--- config.mk ---
export PLATFORM = sky130hd
export DESIGN_NAME = alu
export DESIGN_NICKNAME = d
export VERILOG_FILES = /design/src/rtl/alu.sv
export SDC_FILE = /design/constraint.sdc
export NUM_CORES = 1
export LEC_CHECK = 0
export CAP_MARGIN = 25
export CORE_ASPECT_RATIO = 2
export CORE_MARGIN = 5
export CORE_UTILIZATION = 50
export DETAILED_ROUTE_END_ITERATION = 16
export PLACE_DENSITY_LB_ADDON = 0.15
export SYNTH_ARGS = -nofsm -noshare
export SYNTH_HDL_FRONTEND = slang
export SYNTH_SLANG_ARGS = --single-unit
--- constraint.sdc ---
create_clock -name master_clk -period 1 [get_ports master_clk]
set_input_delay 0.15 -clock master_clk [delete_from_list [all_inputs] [get_ports master_clk]]
set_output_delay 0.15 -clock master_clk [all_outputs]
set_load 0.05 [all_outputs]
--- src/rtl/alu.sv ---
// alu: 8-bit CPU ALU, combinational core with registered result and flags.
// Optional macro ALU_ROTATE_EN: enables ROL/ROR (otherwise they act as PASS).
module alu #(
  parameter int WIDTH = 8
) (
  input  logic             master_clk,
  input  logic             reset_n,
  input  logic [3:0]       oper,
  input  logic [WIDTH-1:0] a_in,
  input  logic [WIDTH-1:0] b_in,
  input  logic [3:0]       proc_flags_in,
  output logic [WIDTH-1:0] out,
  output logic [3:0]       proc_flags_out
);

  localparam int M = WIDTH - 1;

  localparam logic [3:0] OP_ADD  = 4'd0;
  localparam logic [3:0] OP_ADC  = 4'd1;
  localparam logic [3:0] OP_SUB  = 4'd2;
  localparam logic [3:0] OP_SBC  = 4'd3;
  localparam logic [3:0] OP_CMP  = 4'd4;
  localparam logic [3:0] OP_AND  = 4'd5;
  localparam logic [3:0] OP_OR   = 4'd6;
  localparam logic [3:0] OP_XOR  = 4'd7;
  localparam logic [3:0] OP_LSL  = 4'd8;
  localparam logic [3:0] OP_LSR  = 4'd9;
  localparam logic [3:0] OP_ASR  = 4'd10;
  localparam logic [3:0] OP_ROL  = 4'd11;
  localparam logic [3:0] OP_ROR  = 4'd12;
  localparam logic [3:0] OP_NOT  = 4'd13;
  localparam logic [3:0] OP_NEG  = 4'd14;

  logic             cin;
  logic [WIDTH-1:0] add_a;
  logic [WIDTH-1:0] add_b;
  logic             add_c;
  logic [WIDTH:0]   sum;
  logic             ovf;

  logic [WIDTH-1:0] res;
  logic [WIDTH-1:0] zn_src;
  logic             c_nxt;
  logic             v_nxt;
  logic             keep;
  logic [3:0]       fl_nxt;

  assign cin = proc_flags_in[1];

  // One shared adder; subtraction feeds ~b with the appropriate carry-in
  always_comb begin
    add_a = a_in;
    add_b = b_in;
    add_c = 1'b0;
    case (oper)
      OP_ADC: add_c = cin;
      OP_SUB,
      OP_CMP: begin
        add_b = ~b_in;
        add_c = 1'b1;
      end
      OP_SBC: begin
        add_b = ~b_in;
        add_c = cin;
      end
      OP_NEG: begin
        add_a = '0;
        add_b = ~a_in;
        add_c = 1'b1;
      end
      default: ;
    endcase
  end

  assign sum = {1'b0, add_a} + {1'b0, add_b}
             + {{WIDTH{1'b0}}, add_c};

  // With ~b applied, one same-sign test covers add and subtract
  assign ovf = (add_a[M] == add_b[M]) &&
               (sum[M] != add_a[M]);

  always_comb begin
    res    = a_in;
    c_nxt  = cin;
    v_nxt  = proc_flags_in[2];
    keep   = 1'b0;
    case (oper)
      OP_ADD, OP_ADC,
      OP_SUB, OP_SBC,
      OP_NEG: begin
        res   = sum[M:0];
        c_nxt = sum[WIDTH];
        v_nxt = ovf;
      end
      OP_CMP: begin
        c_nxt = sum[WIDTH];
        v_nxt = ovf;
      end
      OP_AND: res = a_in & b_in;
      OP_OR:  res = a_in | b_in;
      OP_XOR: res = a_in ^ b_in;
      OP_NOT: res = ~a_in;
      OP_LSL: begin
        res   = {a_in[M-1:0], 1'b0};
        c_nxt = a_in[M];
      end
      OP_LSR: begin
        res   = {1'b0, a_in[M:1]};
        c_nxt = a_in[0];
      end
      OP_ASR: begin
        res   = {a_in[M], a_in[M:1]};
        c_nxt = a_in[0];
      end
`ifdef ALU_ROTATE_EN
      OP_ROL: begin
        res   = {a_in[M-1:0], cin};
        c_nxt = a_in[M];
      end
      OP_ROR: begin
        res   = {cin, a_in[M:1]};
        c_nxt = a_in[0];
      end
`endif
      default: keep = 1'b1;
    endcase
  end

  // CMP reports Z/N of the difference while passing a through
  assign zn_src = (oper == OP_CMP) ? sum[M:0] : res;

  assign fl_nxt = keep ? proc_flags_in
                       : {zn_src[M], v_nxt, c_nxt,
                          (zn_src == '0)};

  always_ff @(posedge master_clk or negedge reset_n) begin
    if (!reset_n) begin
      out            <= '0;
      proc_flags_out <= 4'b0000;
    end else begin
      out            <= res;
      proc_flags_out <= fl_nxt;
    end
  end

endmodule

# Yosys cells after proc, flatten, opt, wreduce, memory -nomap -nowiden
# Cells that the tools add are included.
# totals
output_inout_bits	12
wordCells	41
inputBits	26
regBits	12
# classes
n_eq_ne	14
n_reduce_logical	10
mux	8
bitwise_logic	5
add_sub_neg	2
# ops
cell	n
one-hot mux 8 bit (8 select lines)	1
equality test 4 bit, second input constant	5
equality test 4 x 3 -> 1 bit, second input constant	4
2-to-1 mux 8 bit	2
NOT 8 bit	2
one-hot mux 8 bit (2 select lines)	1
OR reduction 13 bit	1
adder 8 x 8 -> 9 bit	1
adder 9 x 1 -> 9 bit	1
bitwise AND 8 bit	1
equality test 4 x 2 -> 1 bit, second input constant	2
logical NOT 8 bit	1
OR 8 bit	1
XOR 8 bit	1
OR reduction 3 bit	2
OR reduction 6 bit	1
OR reduction 5 bit	1
equality test 4 x 1 -> 1 bit, second input constant	1
logical NOT 4 bit	1
2-to-1 mux 4 bit	1
OR reduction 2 bit	2
one-hot mux 1 bit (3 select lines)	1
one-hot mux 1 bit (2 select lines)	1
equality test 1 bit	1
other kinds (3)	3

# Logic depth before layout (Yosys ltp)
# depth
depth_word	9
mapped_depth	19
ltp_nobuf	16

# Worst setup path before layout
# OpenSTA, ideal clock, no wires.
# synth_path
kind	input -> register
from	input port oper[1]
to	register proc_flags_out[0]
t_required_ns	0.914
setup_time_ns	0.086
slack_ns	-2.329
n_path_buf	3
path_stages	17
arrival_ns	3.243
path_cell_list	buf_4 > buf_2 > buf_2 > a21oi_1 > o21ai_1 > a21oi_1 > a21oi_1 > fa_1 > inv_1 > fa_1 > a211o_1 > a21o_1 > and2_1 > nor4b_2 > and3_1 > o21ai_0 > a32oi_1
# synth_via
elab_chain_len	9
word_cells_on_any_way	27
classes_between	2 x add/sub; 12 x eq/ne; 6 x mux; 7 x reduce/logical
# synth_rtl
element	line	rtl
start, declared	8	input logic [3:0] oper,
equality test 4 x 3 -> 1 bit / equality test 4 x 2 -> 1 bit (equally long branches)	55, 87, 130	
OR reduction 3 bit (no source line)	--	
one-hot mux 8 bit (2 select lines)	55	case (oper)
adder 8 x 8 -> 9 bit	75	assign sum = {1'b0, add_a} + {1'b0, add_b}
adder 9 x 1 -> 9 bit	76	+ {{WIDTH{1'b0}}, add_c};
one-hot mux 8 bit (8 select lines)	87	case (oper)
2-to-1 mux 8 bit	130	assign zn_src = (oper == OP_CMP) ? sum[M:0] : res;
logical NOT 8 bit	134	(zn_src == '0)};
2-to-1 mux 4 bit *	132	assign fl_nxt = keep ? proc_flags_in
via fl_nxt[0]	46	logic [3:0] fl_nxt;
end signal, assigned	142	proc_flags_out <= fl_nxt;
end, declared	13	output logic [3:0] proc_flags_out
# The timed path passes the listed nets; every way through them passes the cells marked *.

# Final worst setup path
# layout_path
from	input port oper[2]
to	register proc_flags_out[0]
# The elaborated chain is that of the path after synthesis.

==> results.tsv <==
stage	metric	value	unit
grt	met2_usage	65.40	%
clock_tree	numCtsBuffers	3	
drt	drtPass1Iterations	7	
setup_path	end_kind	flop	
sta	relSlewSlack	54.48	%
synth	syn_area	2196	µm²
placement	dpl.hpwl	7005	µm
setup_path	path_delay_family	compound AO/OA/AOI/OAI gates	
synth	synth_seq_cells	12	
finish	instances_no_fill	486	
grt	grt_first_pass_wirelength	16970	µm
synth	ys_seq_area_share	13.68	%
setup_path	cp_data_arrival_time	3.30	ns
floorplanning	die_h	103.7	µm
outcome	status	complete, but fails checks	
drt	drc_errors	0	
drt	drtIter0Drc	450	
finish	num_antenna_cells	0	
synth	yosys.area_share.adder	14.93	%
synth	synthMuxAreaShare	1.425	%
finish	layout-drive-gt1-share	48.61	%
sta	setup_tns	-19.63	ns
sta	setup_viol	12	
sta	worst_pin_slew	0.6775	ns
floorplanning	pin_count	38	
floorplanning	die-width	56.86	µm
power	leakagePower	1.849	nW
drt	vias	3505	
clock_tree	clock_sinks	12	
setup_path	cp_cell_sequence	buf_12 > buf_6 > nor2b_4 > nor2b_4 > a21oi_2 > nor2_2 > a31oi_2 > fa_2 > inv_2 > fa_2 > a211o_1 > buf_6 > a21o_1 > and2_4 > nor4b_4 > and3_1 > o21ai_2 > a32oi_1	
synth	avgSynthCellArea	7.418	µm²
synth	synth_area_leader_cell	dfrtp_1	
synth	ys_warn_count	0	
floorplanning	placementRows	34	
outcome	violations	setup timing	
finish	fill_cells	121	
sta	period_share	313.5	%
placement	port_buffers	37	
synth	synth_edf_count	0	
sta	hold_viol_final	0	
setup_path	required	1.16	ns
setup_path	crit_path_top_delay_cell	fa_2	
synth	synth_top_family_by_area	compound AO/OA/AOI/OAI gates	
grt	grt_usage	36.30	%
clock_tree	clkTransAtPathRegs	0.06	ns
placement	gp_congestion	0.9890	
floorplanning	dieArea	5898	µm²
setup_path	cp_num_cells	18	
setup_path	start_kind	input port	
drt	ant_nets	0	
grt	use_met1	39.14	%
synth	synth_nets	347	
placement	placed_cells	461	
finish	nets	484	
synth	synth_area_leaders	dfrtp_1, ha_1, o21ai_0, a21oi_1, nor2_1	
power	powerDensity	1093	nW/µm²
setup_path	critical_path.max_stage_delay	0.37	ns
synth	synth_cells	296	
sta	clock.fmax	318.9	MHz
grt	busiest_layer	met2	
setup_path	crit_buf_inv	4	
clock_tree	cts_max_level	1	
clock_tree	cts_buffer_depth	2	
setup_path	cp_max_fo	5	
sta	rsz0062_at_grt	true	
finish	syn_to_final_growth	85.58	%
worst_hold_path	hp-class	input port to asynchronous set/reset pin	
synth	ys_types	69	
synth	synthSimpleGateAreaFrac	24.90	%
floorplanning	core	4297	µm²
drt	vias_per_cell	7.212	
run	drv_cap	0	
grt	grt_pass1_vias	3283	
setup_path	critPathKind	input port to flop	
power	ir_worst_vdd	969.5	µV
clock_tree	cts_root_buf	clkbuf_8	
drt	route.detailed.wl_per_inst	28.19	µm
setup_path	critPathLaunch	oper[2]	
grt	antenna_found_initial	0	
grt	overflow	0	
sta	period_minus_slack	3.135	ns
synth	synth-xor-area-share	0.7977	%
floorplanning	start_util	51.11	%
synth	synthArstFlopShare	100.0	%
sta	timing.final.ws_setup	-2.135	ns
sta	slew_viol_final	0	
synth	ys.flop_type	dfrtp_1	
setup_path	endpoint	proc_flags_out[0]	
grt	grtUsageMet3	4.483	%
clock_tree	cts_tree	yes	
drt	wl	13700	µm
grt	grt_max_degree	26	
synth	synth-compound-area-share	34.53	%
synth	synth_top_area_share	13.68	%
## report_power, final
group	leakage, nW	internal [mW]	switching [mW]
registers	0.145	0.564	0.0793
clock network	0.0288	0.349	0.212
logic	1.67	1.56	1.69
## layout by cell type, fill, tap and decap left out, drive strengths merged, types with 5 or more instances in the layout
| master | instances |
|---|---|
| a21o | 5 |
| a21oi | 23 |
| a22oi | 11 |
| a31oi | 7 |
| buf | 130 |
| clkdlybuf4s50 | 20 |
| dfrtp | 12 |
| ha | 23 |
| inv | 22 |
| nand2 | 14 |
| nand2b | 7 |
| nor2 | 30 |
| nor2b | 7 |
| nor3 | 9 |
| o21ai | 26 |
| or2 | 7 |
## how the worst min path moves through the flow
| stage | start | endpoint | slack, ns |
|---|---|---|---|
| floorplan | reset_n | out[0] | -0.15 |
| global placement | reset_n | out[1] | 0.46 |
| detailed placement | reset_n | out[0] | 0.47 |
| CTS | reset_n | out[0] | 0.21 |
| global route | reset_n | out[3] | 0.24 |
| finish | reset_n | out[3] | 0.22 |
## area by class of cell
type | count | area, µm² | share of cell area (%)
clock buffer | 4 | 55.05 | 1.351
inverter | 23 | 88.84 | 2.180
multi-input combinational | 242 | 2132 | 52.32
sequential | 12 | 300.3 | 7.369
tap | 54 | 67.56 | 1.658
timing repair buffer | 151 | 1431 | 35.12
## synth_stat cells (all sizes together), types with 2 or more instances
cell     count
buf         17
and3         4
o2111ai      2
dfrtp       12
a21o         5
mux2i        2
o31a         2
nor3         9
a2bb2oi      2
o32ai        2
nand2b       7
a22oi       11
nand2       14
fa           2
o21ai       26
o211ai       4
nor2        30
ha          23
nand3        4
nor4b        2
clkbuf       2
o221ai       2
inv         22
nand4b       2
nand3b       4
a31oi        7
a21oi       23
nor4         2
a211oi       4
or2          7
a32oi        2
nor3b        3
nor2b        7
o22ai        3
## metrics by stage
stage	total power [mW]	worst slack (ns)	util [%]	hold WS (ns)	area (µm²)
floorplan	1.799	-2.057	-	-0.1456	2282
global placement	2.933	-2.514	79.00	0.4643	3395
detailed placement	2.989	-2.637	79.00	0.4693	3395
CTS	3.842	-1.886	88.64	0.2101	3809
global route	4.563	-2.236	94.85	0.2426	4075
finish	4.456	-2.135	94.85	0.2192	4075
## sequential cells by signal, indices dropped and copies added, names as in the netlist
signal,cells
proc_flags_out,4
out,8
## metal layers
metal / part of all wire, % / wire [µm] / vias to the layer above
li1: - / - / 1373
met1: 31 / 4189 / 1578
met5: 0 / 0 / -
met2: 48 / 6556 / 381
met4: 11 / 1564 / 0
met3: 10 / 1388 / 173
## kinds of logic after synthesis
kind of cell | Yosys count
AOI/OAI and AO/OA | 112
and+or+nand+nor | 100
buffers and inverters | 42
adders and majority gates | 25
DFF | 12
muxes | 3
xor gates and xnor gates | 2
## what timing repair did
action	CTS	global route
buffers inserted	16	10
gates resized for setup	78	44
endpoints found under the hold margin	0	0
hold buffers	0	0
pin swaps	25	41
endpoints found under the setup margin	12	12
(Power assumes the default switching activity.)
